### src/rtl/fb_port_arbiter.sv
// Two-master arbiter for framebuffer BRAM port A: grants one command per cycle,
// registers it onto the port and returns read data to its owner in order.
module fb_port_arbiter #(
  parameter int ARB_MODE     = 0,
  parameter int MAX_STARVE   = 16,
  parameter int READ_LATENCY = 1,
  parameter int FB_BYTES     = 307200
) (
  input  logic        clk,
  input  logic        reset,
  input  logic        m0_req,
  input  logic [3:0]  m0_we,
  input  logic [18:0] m0_addr,
  input  logic [31:0] m0_wdata,
  output logic        m0_gnt,
  output logic        m0_rvalid,
  output logic [31:0] m0_rdata,
  input  logic        m1_req,
  input  logic [3:0]  m1_we,
  input  logic [18:0] m1_addr,
  input  logic [31:0] m1_wdata,
  output logic        m1_gnt,
  output logic        m1_rvalid,
  output logic [31:0] m1_rdata,
  output logic        bram_clka,
  output logic        bram_rsta,
  output logic        bram_ena,
  output logic [3:0]  bram_wea,
  output logic [18:0] bram_addra,
  output logic [31:0] bram_dina,
  input  logic [31:0] bram_douta
);

  localparam logic [7:0]  STARVE_LIMIT = 8'(MAX_STARVE);
  localparam logic [19:0] FB_LIMIT     = 20'(FB_BYTES);

  typedef struct packed {
    logic valid;
    logic owner;
    logic oob;
  } tag_t;

  logic        last_grant_reg;
  logic [7:0]  starve_reg;
  tag_t        tag_reg [READ_LATENCY+1];

  logic        bram_ena_reg;
  logic [3:0]  bram_wea_reg;
  logic [18:0] bram_addra_reg;
  logic [31:0] bram_dina_reg;
  logic        m0_rvalid_reg, m1_rvalid_reg;
  logic [31:0] m0_rdata_reg, m1_rdata_reg;

  logic        pick_m1;
  logic        grant0, grant1, accept, oob, issue_ok;
  logic [3:0]  sel_we, issue_we;
  logic [18:0] sel_addr;
  logic [31:0] sel_wdata;

  always_comb begin
    pick_m1 = m1_req;
    if (m0_req && m1_req) begin
      if (ARB_MODE == 0) pick_m1 = (last_grant_reg == 1'b0);
      else               pick_m1 = (starve_reg >= STARVE_LIMIT);
    end
    grant0 = !reset && m0_req && !pick_m1;
    grant1 = !reset && m1_req && pick_m1;
  end

  assign accept    = grant0 || grant1;
  assign sel_we    = grant1 ? m1_we    : m0_we;
  assign sel_addr  = grant1 ? m1_addr  : m0_addr;
  assign sel_wdata = grant1 ? m1_wdata : m0_wdata;
  // Out-of-range commands are still accepted, they just never reach the BRAM.
  assign oob       = ({1'b0, sel_addr} >= FB_LIMIT);
  assign issue_ok  = accept && !oob;

  for (genvar gi = 0; gi < 4; gi++) begin : g_lane
    assign issue_we[gi] = issue_ok && sel_we[gi];
  end

  always_ff @(posedge clk) begin
    if (reset) begin
      last_grant_reg <= 1'b1;
      starve_reg     <= '0;
      bram_ena_reg   <= 1'b0;
      bram_wea_reg   <= '0;
      bram_addra_reg <= '0;
      bram_dina_reg  <= '0;
      m0_rvalid_reg  <= 1'b0;
      m1_rvalid_reg  <= 1'b0;
      m0_rdata_reg   <= '0;
      m1_rdata_reg   <= '0;
      for (int k = 0; k <= READ_LATENCY; k++) tag_reg[k] <= '0;
    end else begin
      if (accept) last_grant_reg <= grant1;

      if (m1_req && !grant1) begin
        if (starve_reg != 8'hFF) starve_reg <= starve_reg + 8'd1;
      end else begin
        starve_reg <= '0;
      end

      bram_ena_reg <= issue_ok;
      bram_wea_reg <= issue_we;
      if (accept) begin
        bram_addra_reg <= sel_addr;
        bram_dina_reg  <= sel_wdata;
      end

      // Slot k describes the command whose BRAM access happened k cycles ago.
      tag_reg[0] <= '{valid: accept && (sel_we == 4'h0), owner: grant1, oob: oob};
      for (int k = 1; k <= READ_LATENCY; k++) tag_reg[k] <= tag_reg[k-1];

      m0_rvalid_reg <= 1'b0;
      m1_rvalid_reg <= 1'b0;
      if (tag_reg[READ_LATENCY].valid) begin
        if (tag_reg[READ_LATENCY].owner) begin
          m1_rvalid_reg <= 1'b1;
          m1_rdata_reg  <= tag_reg[READ_LATENCY].oob ? 32'h0 : bram_douta;
        end else begin
          m0_rvalid_reg <= 1'b1;
          m0_rdata_reg  <= tag_reg[READ_LATENCY].oob ? 32'h0 : bram_douta;
        end
      end
    end
  end

  assign m0_gnt     = grant0;
  assign m1_gnt     = grant1;
  assign m0_rvalid  = m0_rvalid_reg;
  assign m1_rvalid  = m1_rvalid_reg;
  assign m0_rdata   = m0_rdata_reg;
  assign m1_rdata   = m1_rdata_reg;
  assign bram_clka  = clk;
  assign bram_rsta  = reset;
  assign bram_ena   = bram_ena_reg;
  assign bram_wea   = bram_wea_reg;
  assign bram_addra = bram_addra_reg;
  assign bram_dina  = bram_dina_reg;

endmodule
### config.mk
export PLATFORM = sky130hd
export DESIGN_NAME = fb_port_arbiter
export DESIGN_NICKNAME = d
export VERILOG_FILES = /design/src/rtl/fb_port_arbiter.sv
export SDC_FILE = /design/constraint.sdc
export NUM_CORES = 1
export LEC_CHECK = 0
export ABC_CLOCK_PERIOD_IN_PS = 1150
export BUFFER_PORTS_ARGS = -buffer_cell sky130_fd_sc_hd__buf_2
export CORE_UTILIZATION = 41
export CTS_CLUSTER_DIAMETER = 200
export DETAILED_ROUTE_END_ITERATION = 8
export PLACE_DENSITY = 0.77
export SETUP_SLACK_MARGIN = 0.02
export SYNTH_ARGS = -nofsm -noshare
export SYNTH_HDL_FRONTEND = slang
export SYNTH_SLANG_ARGS = --single-unit
### constraint.sdc
create_clock -name clk -period 1.15 [get_ports clk]
set_input_delay 0.1725 -clock clk [delete_from_list [all_inputs] [get_ports clk]]
set_output_delay 0.1725 -clock clk [all_outputs]
set_load 0.03 [all_outputs]
==> report_table.html, run 1 <==
<table>
<tr><th>Metric</th><th>Value</th></tr>
<tr><th colspan="2">Outcome</th></tr>
<tr><td>Status</td><td>aborted with a tool error</td></tr>
<tr><td>Last stage reached</td><td>global routing (5_1_grt)</td></tr>
<tr><td>First Err</td><td>[ERROR GRT-0232] Routing congestion too high. Check the congestion heatmap in the GUI.</td></tr>
<tr><th colspan="2">GRT</th></tr>
<tr><td>Overflow left after global routing</td><td>131055</td></tr>
<tr><td>Largest net degree at the start of global routing</td><td>67</td></tr>
<tr><td>GRT Total Usage</td><td>1540%</td></tr>
<tr><th colspan="2">Synth</th></tr>
<tr><td>Top cells by area in the synthesized netlist</td><td>dfxtp_1, nand2_1, a21oi_1</td></tr>
<tr><td>Share of Yosys cell area claimed by the top area cell type</td><td>50.4%</td></tr>
<tr><td>Post-Syn Nets</td><td>765</td></tr>
<tr><td>Number of register bits inferred by synthesis</td><td>129</td></tr>
<tr><td>Number of warnings issued by yosys</td><td>0</td></tr>
<tr><td>Sequential fraction of the synthesis area</td><td>50.4%</td></tr>
<tr><td>Leading area contributor after synthesis</td><td>dfxtp_1</td></tr>
<tr><td>Number of different library cells in the post-synthesis netlist</td><td>32</td></tr>
<tr><td>Number of flops mapped to enable cells by yosys</td><td>0</td></tr>
<tr><td>Asr flop ratio synth</td><td>0%</td></tr>
<tr><td>Instance count of the mapped netlist</td><td>619</td></tr>
<tr><td>Dominant register cell in the synthesized netlist</td><td>dfxtp_1</td></tr>
<tr><td>Post-synthesis average cell area</td><td>8.28 um^2</td></tr>
<tr><td>Total standard cell area after synthesis</td><td>5120 um^2</td></tr>
<tr><th colspan="2">Floorplan</th></tr>
<tr><td>Row Count</td><td>40</td></tr>
<tr><td>Starting density of the core</td><td>42.3%</td></tr>
<tr><td>Count of boundary I/O pins</td><td>272</td></tr>
<tr><td>Height of the die</td><td>114 um</td></tr>
<tr><td>Die width</td><td>114 um</td></tr>
<tr><th colspan="2">Place</th></tr>
<tr><td>Worst slack, placed</td><td>-0.177 ns</td></tr>
<tr><td>Global placer's final weighted congestion</td><td>0.766</td></tr>
<tr><td>Placed cell count</td><td>1032</td></tr>
<tr><td>Buffers on Ports</td><td>271</td></tr>
<tr><td>Hpwl dp</td><td>10.0 mm</td></tr>
<tr><th colspan="2">Timing</th></tr>
<tr><td>Worst-path end type</td><td>output port</td></tr>
<tr><td>Post-GRT worst EP</td><td>m1_gnt</td></tr>
</table>
[through the flow]
stage,hold slack (ns),cell area (um^2)
after floorplan,0.298,5130
after global placement,0.340,6760
after detailed placement,0.340,6760
after CTS,0.0000125,9890
[what timing repair did]
item	CTS
endpoints found under the setup margin	181
gates cloned	2
hold buffers	118
buffers inserted	16
pin swaps	10
resized for setup	391
endpoints found under the hold margin	76
[routing by layer]
layer / GRT usage, % / overflow
met3: 3500 / 65526
met2: 74.5 / 0
met4: 5720 / 65529
met1: 39.6 / 0
met5: 0 / 0
[synthesized netlist by cell type (all sizes together) (4+ instances only)]
cell	count
dfxtp	129
o21ai	4
clkbuf	15
a32o	4
a311oi	19
a21oi	68
o22ai	32
buf	37
nor3	32
nor2	54
nand2	170
nor2b	39
[cell families after synthesis]
group                  share of synthesized area (%)
and+or+nand+nor                                 25.9
buffers and inverters                           5.72
DFF                                             50.4
AOI/OAI and AO/OA                               18.0
==> inputs of run 2 (changes only) <==
==> config.mk (replaced) <==
export PLATFORM = sky130hd
export DESIGN_NAME = fb_port_arbiter
export DESIGN_NICKNAME = d
export VERILOG_FILES = /design/src/rtl/fb_port_arbiter.sv
export SDC_FILE = /design/constraint.sdc
export NUM_CORES = 1
export LEC_CHECK = 0
export ABC_CLOCK_PERIOD_IN_PS = 1500
export BUFFER_PORTS_ARGS = -buffer_cell sky130_fd_sc_hd__buf_2
export CORE_UTILIZATION = 40
export DETAILED_ROUTE_END_ITERATION = 8
export PLACE_DENSITY_LB_ADDON = 0.15
export SYNTH_ARGS = -nofsm -noshare
export SYNTH_HDL_FRONTEND = slang
export SYNTH_SLANG_ARGS = --single-unit
==> constraint.sdc (replaced) <==
create_clock -name clk -period 1.5 [get_ports clk]
set_input_delay 0.225 -clock clk [delete_from_list [all_inputs] [get_ports clk]]
set_output_delay 0.225 -clock clk [all_outputs]
set_load 0.03 [all_outputs]
==> run 2 against run 1 <==
  * The flow now finishes without violations
  * Synthesized area is the same
  * Synthesized cell count is the same
==> report_table.html, run 2 <==
<table>
<tr><th>Metric</th><th>Value</th></tr>
<tr><th colspan="2">Outcome</th></tr>
<tr><td>Status</td><td>finished, final reports clean</td></tr>
<tr><th colspan="2">Worst setup path</th></tr>
<tr><td>Data required time at the worst endpoint</td><td>1.27 ns</td></tr>
<tr><td>Critical path launch point type</td><td>flop</td></tr>
<tr><td>Register-to-register path setup slack</td><td>0.09 ns</td></tr>
<tr><td>R2R Path End</td><td>bram_addra[9]$_SDFFE_PP0P_</td></tr>
<tr><td>Critical path endpoint category</td><td>primary output</td></tr>
<tr><td>Reg2Reg Launch Point</td><td>last_grant_reg$_SDFFE_PP1P_</td></tr>
<tr><td>Worst reg-to-reg path cell count</td><td>6</td></tr>
<tr><td>Arrival time reported for the critical path endpoint</td><td>1.26 ns</td></tr>
<tr><td>Type of the setup path with the least slack</td><td>reg -&gt; out</td></tr>
<tr><td>Largest driver fanout on the critical path</td><td>3</td></tr>
<tr><th colspan="2">Layout</th></tr>
<tr><td>Commonest non-fill, non-tap cell in the layout</td><td>buf_2</td></tr>
<tr><td>Final core utilization</td><td>64.1%</td></tr>
<tr><td>Synthesis-to-finish area growth</td><td>53.4%</td></tr>
<tr><td>Layout fillers</td><td>1047</td></tr>
<tr><td>Post-route design area</td><td>7860 um^2</td></tr>
<tr><td>Count of non-filler cells in the finished layout</td><td>1106</td></tr>
<tr><td>Layout Nets</td><td>1074</td></tr>
<tr><td>Commonest cells after routing, fill and taps aside</td><td>buf_2, nand2_1, dfxtp_1</td></tr>
<tr><td>Number of diodes added for antenna fixing</td><td>0</td></tr>
<tr><td>Fraction of layout instances using a drive strength above 1</td><td>37.4%</td></tr>
<tr><th colspan="2">GRT</th></tr>
<tr><td>Number of global-route vias before repair</td><td>5381</td></tr>
<tr><td>Wire length of the first global-routing pass</td><td>25.1 mm</td></tr>
<tr><td>Overflow left after global routing</td><td>0</td></tr>
<tr><td>GRT Total Usage</td><td>24.6%</td></tr>
<tr><td>Largest net degree at the start of global routing</td><td>81</td></tr>
<tr><td>Antenna violations before repair</td><td>0</td></tr>
<tr><th colspan="2">Place</th></tr>
<tr><td>Global placer's final weighted congestion</td><td>0.792</td></tr>
<tr><td>Placed cell count</td><td>1023</td></tr>
<tr><td>Buffers on Ports</td><td>271</td></tr>
<tr><td>Worst slack, placed</td><td>0.170 ns</td></tr>
<tr><td>Total placed instance area</td><td>6670 um^2</td></tr>
<tr><td>Hpwl dp</td><td>10.5 mm</td></tr>
<tr><th colspan="2">Min path</th></tr>
<tr><td>Type of the most critical hold path</td><td>in -&gt; reg</td></tr>
<tr><td>Start point of the worst hold path</td><td>m1_addr[6]</td></tr>
<tr><td>End of the worst hold path</td><td>bram_addra[6]$_SDFFE_PP0P_</td></tr>
<tr><td>Number of cells traversed by the worst hold path</td><td>3</td></tr>
<tr><th colspan="2">Synth</th></tr>
<tr><td>Number of flops mapped to enable cells by yosys</td><td>0</td></tr>
<tr><td>Total standard cell area after synthesis</td><td>5120 um^2</td></tr>
<tr><td>Share of Yosys cell area claimed by the top area cell type</td><td>50.4%</td></tr>
<tr><td>Top cells by area in the synthesized netlist</td><td>dfxtp_1, nand2_1, a21oi_1</td></tr>
<tr><td>Dominant register cell in the synthesized netlist</td><td>dfxtp_1</td></tr>
<tr><td>Most frequent cell after synthesis</td><td>nand2_1</td></tr>
<tr><td>Dominant combinational cell family by area after synthesis</td><td>simple AND/OR/NAND/NOR gates</td></tr>
<tr><td>Instance count of the mapped netlist</td><td>619</td></tr>
<tr><td>Asr flop ratio synth</td><td>0%</td></tr>
<tr><td>Synth Area in Adders</td><td>0%</td></tr>
<tr><td>XOR/XNOR share of the synthesized area</td><td>0%</td></tr>
<tr><td>Post-Syn Nets</td><td>765</td></tr>
<tr><td>Top cells by instance count after synthesis</td><td>nand2_1, dfxtp_1, a21oi_1</td></tr>
<tr><td>Simple-gate share of the synthesized area</td><td>25.9%</td></tr>
<tr><td>Portion of netlist area occupied by mux cells</td><td>0%</td></tr>
<tr><td>Leading area contributor after synthesis</td><td>dfxtp_1</td></tr>
<tr><td>Number of warnings issued by yosys</td><td>0</td></tr>
<tr><td>Synth Area in Compound Gates</td><td>18.0%</td></tr>
<tr><td>Number of different library cells in the post-synthesis netlist</td><td>32</td></tr>
<tr><td>Post-synthesis average cell area</td><td>8.28 um^2</td></tr>
<tr><td>Sequential fraction of the synthesis area</td><td>50.4%</td></tr>
<tr><td>Number of register bits inferred by synthesis</td><td>129</td></tr>
<tr><th colspan="2">Routing</th></tr>
<tr><td>Number of design-rule violations left by the first detailed-router iteration</td><td>341</td></tr>
<tr><td>Total vias in the final route</td><td>5551</td></tr>
<tr><td>Vias/cell</td><td>5.02</td></tr>
<tr><td>Routed wire per std cell</td><td>14.7 um</td></tr>
<tr><td>DRC violations left</td><td>0</td></tr>
<tr><td>Routed Antenna Nets</td><td>0</td></tr>
<tr><td>Detailed Route WL</td><td>16.3 mm</td></tr>
<tr><td>TritonRoute pass-1 iters</td><td>4</td></tr>
<tr><th colspan="2">Timing</th></tr>
<tr><td>Ratio of final minimum period to clock period</td><td>99.0%</td></tr>
<tr><td>FMAX</td><td>673 MHz</td></tr>
<tr><td>Pin slew with the least headroom to its limit</td><td>0.574 ns</td></tr>
<tr><td>Setup repair after global routing missed its margin</td><td>yes</td></tr>
<tr><td>Worst Setup Slack, final</td><td>0.0149 ns</td></tr>
<tr><td>Worst hold slack</td><td>0.0156 ns</td></tr>
<tr><td>Count of endpoints failing hold in the final timing report</td><td>0</td></tr>
<tr><td>Final setup violation count</td><td>0</td></tr>
<tr><td>Max-Slew Margin vs Limit</td><td>61.8%</td></tr>
<tr><td>Largest clock skew in the final design</td><td>0.00509 ns</td></tr>
<tr><td>Time the worst path needs with I/O delays and setup</td><td>1.49 ns</td></tr>
<tr><td>Aggregate negative setup slack</td><td>0 ns</td></tr>
<tr><td>Final-report max-slew violation count</td><td>0</td></tr>
<tr><th colspan="2">Floorplan</th></tr>
<tr><td>Die width</td><td>115 um</td></tr>
<tr><td>Starting density of the core</td><td>41.8%</td></tr>
<tr><td>Row Count</td><td>40</td></tr>
<tr><td>Count of boundary I/O pins</td><td>272</td></tr>
<tr><td>Height of the die</td><td>115 um</td></tr>
<tr><td>Core Footprint</td><td>12300 um^2</td></tr>
<tr><td>Die area</td><td>13300 um^2</td></tr>
<tr><th colspan="2">Clocking</th></tr>
<tr><td>Clock transition at the registers of the reported paths</td><td>0.06 ns</td></tr>
<tr><td>Clock tree from TritonCTS</td><td>yes</td></tr>
<tr><td>Clock latency at the later pin of the worst-skew pair</td><td>0.53 ns</td></tr>
<tr><th colspan="2">Pwr</th></tr>
<tr><td>Power density cells</td><td>1210 nW/um^2</td></tr>
<tr><td>Worst IR Drop VDD</td><td>0.785 mV</td></tr>
<tr><td>LEAKAGE</td><td>3.58 nW</td></tr>
<tr><td>Post-route total power</td><td>9.54 mW</td></tr>
<tr><th colspan="2">Job</th></tr>
<tr><td>Max-cap check violation count</td><td>0</td></tr>
</table>
==> run 2: cell counts after synthesis <==
No cell type changed its count.
==> run 2: worst max-delay path, cell delays in order (launching register included) <==
cell	delay, ns
dfxtp_2	0.34
nand2b_4	0.14
nand2_4	0.07
inv_6	0.06
buf_6	0.12
==> run 2: how the worst max path moves through the flow <==
| stage | slack, ns | to | depth (start not counted) | from |
|---|---|---|---|---|
| 4_1_cts | 0.01 | m0_gnt | 4 | last_grant_reg$_SDFFE_PP1P_ |
| 5_1_grt | -0.03 | m0_gnt | 4 | last_grant_reg$_SDFFE_PP1P_ |
| 2_1_floorplan | 0.32 | bram_addra[10]$_SDFFE_PP0P_ | 7 | reset |
| 6_report | 0.01 | m0_gnt | 4 | last_grant_reg$_SDFFE_PP1P_ |
| 3_5_place_dp | 0.17 | bram_addra[14]$_SDFFE_PP0P_ | 7 | reset |
| 3_3_place_gp | 0.21 | bram_dina[24]$_SDFFE_PP0P_ | 6 | m0_req |
==> run 2: timing repair <==
item                                   4_1_cts  5_1_grt
pin swaps                                    2        0
setup endpoints to repair                    2        2
hold buffers                                46        0
resized for setup                           10        0
buffers inserted                             5        0
endpoints found under the hold margin       42        0
==> run 2: area by class of cell <==
class / instances / area, um^2 / area share (%)
Tap cell: 168 / 210 / 2.67
Clock buffer: 27 / 568 / 7.23
Multi-Input combinational cell: 435 / 2260 / 28.7
Inverter: 3 / 18.8 / 0.239
Sequential cell: 129 / 2580 / 32.9
Timing Repair Buffer: 338 / 2120 / 26.9
Clock inverter: 6 / 105 / 1.34
==> run 2: where the power goes <==
group / total (mW) / leakage (nW) / switching, mW / internal, mW
Combinational: 1.26 / 2.20 / 0.734 / 0.530
Sequential: 3.63 / 1.05 / 0.0689 / 3.57
Clock: 4.64 / 0.336 / 1.53 / 3.11
Total: 9.54 / 3.58 / 2.34 / 7.20
==> run 2: metal layers <==
layer / GRT usage, % / share of wire (%) / vias to the layer above
met5: 0 / 0 / -
met1: 26.0 / 40 / 2561
met3: 8.01 / 7.2 / 36
met4: 13.0 / 2.9 / 0
li1: - / - / 2699
met2: 43.7 / 50 / 255
==> run 2: cells by family (layout without fill, tap and decap cells) <==
| logic type | count (synthesis) | count (layout) |
|---|---|---|
| AO/OA/AOI/OAI | 132 | 132 |
| buffers and inverters | 55 | 374 |
| flip-flops | 129 | 129 |
| AND/OR/NAND/NOR | 303 | 303 |
Note: power is estimated with default switching activity, not from simulation.
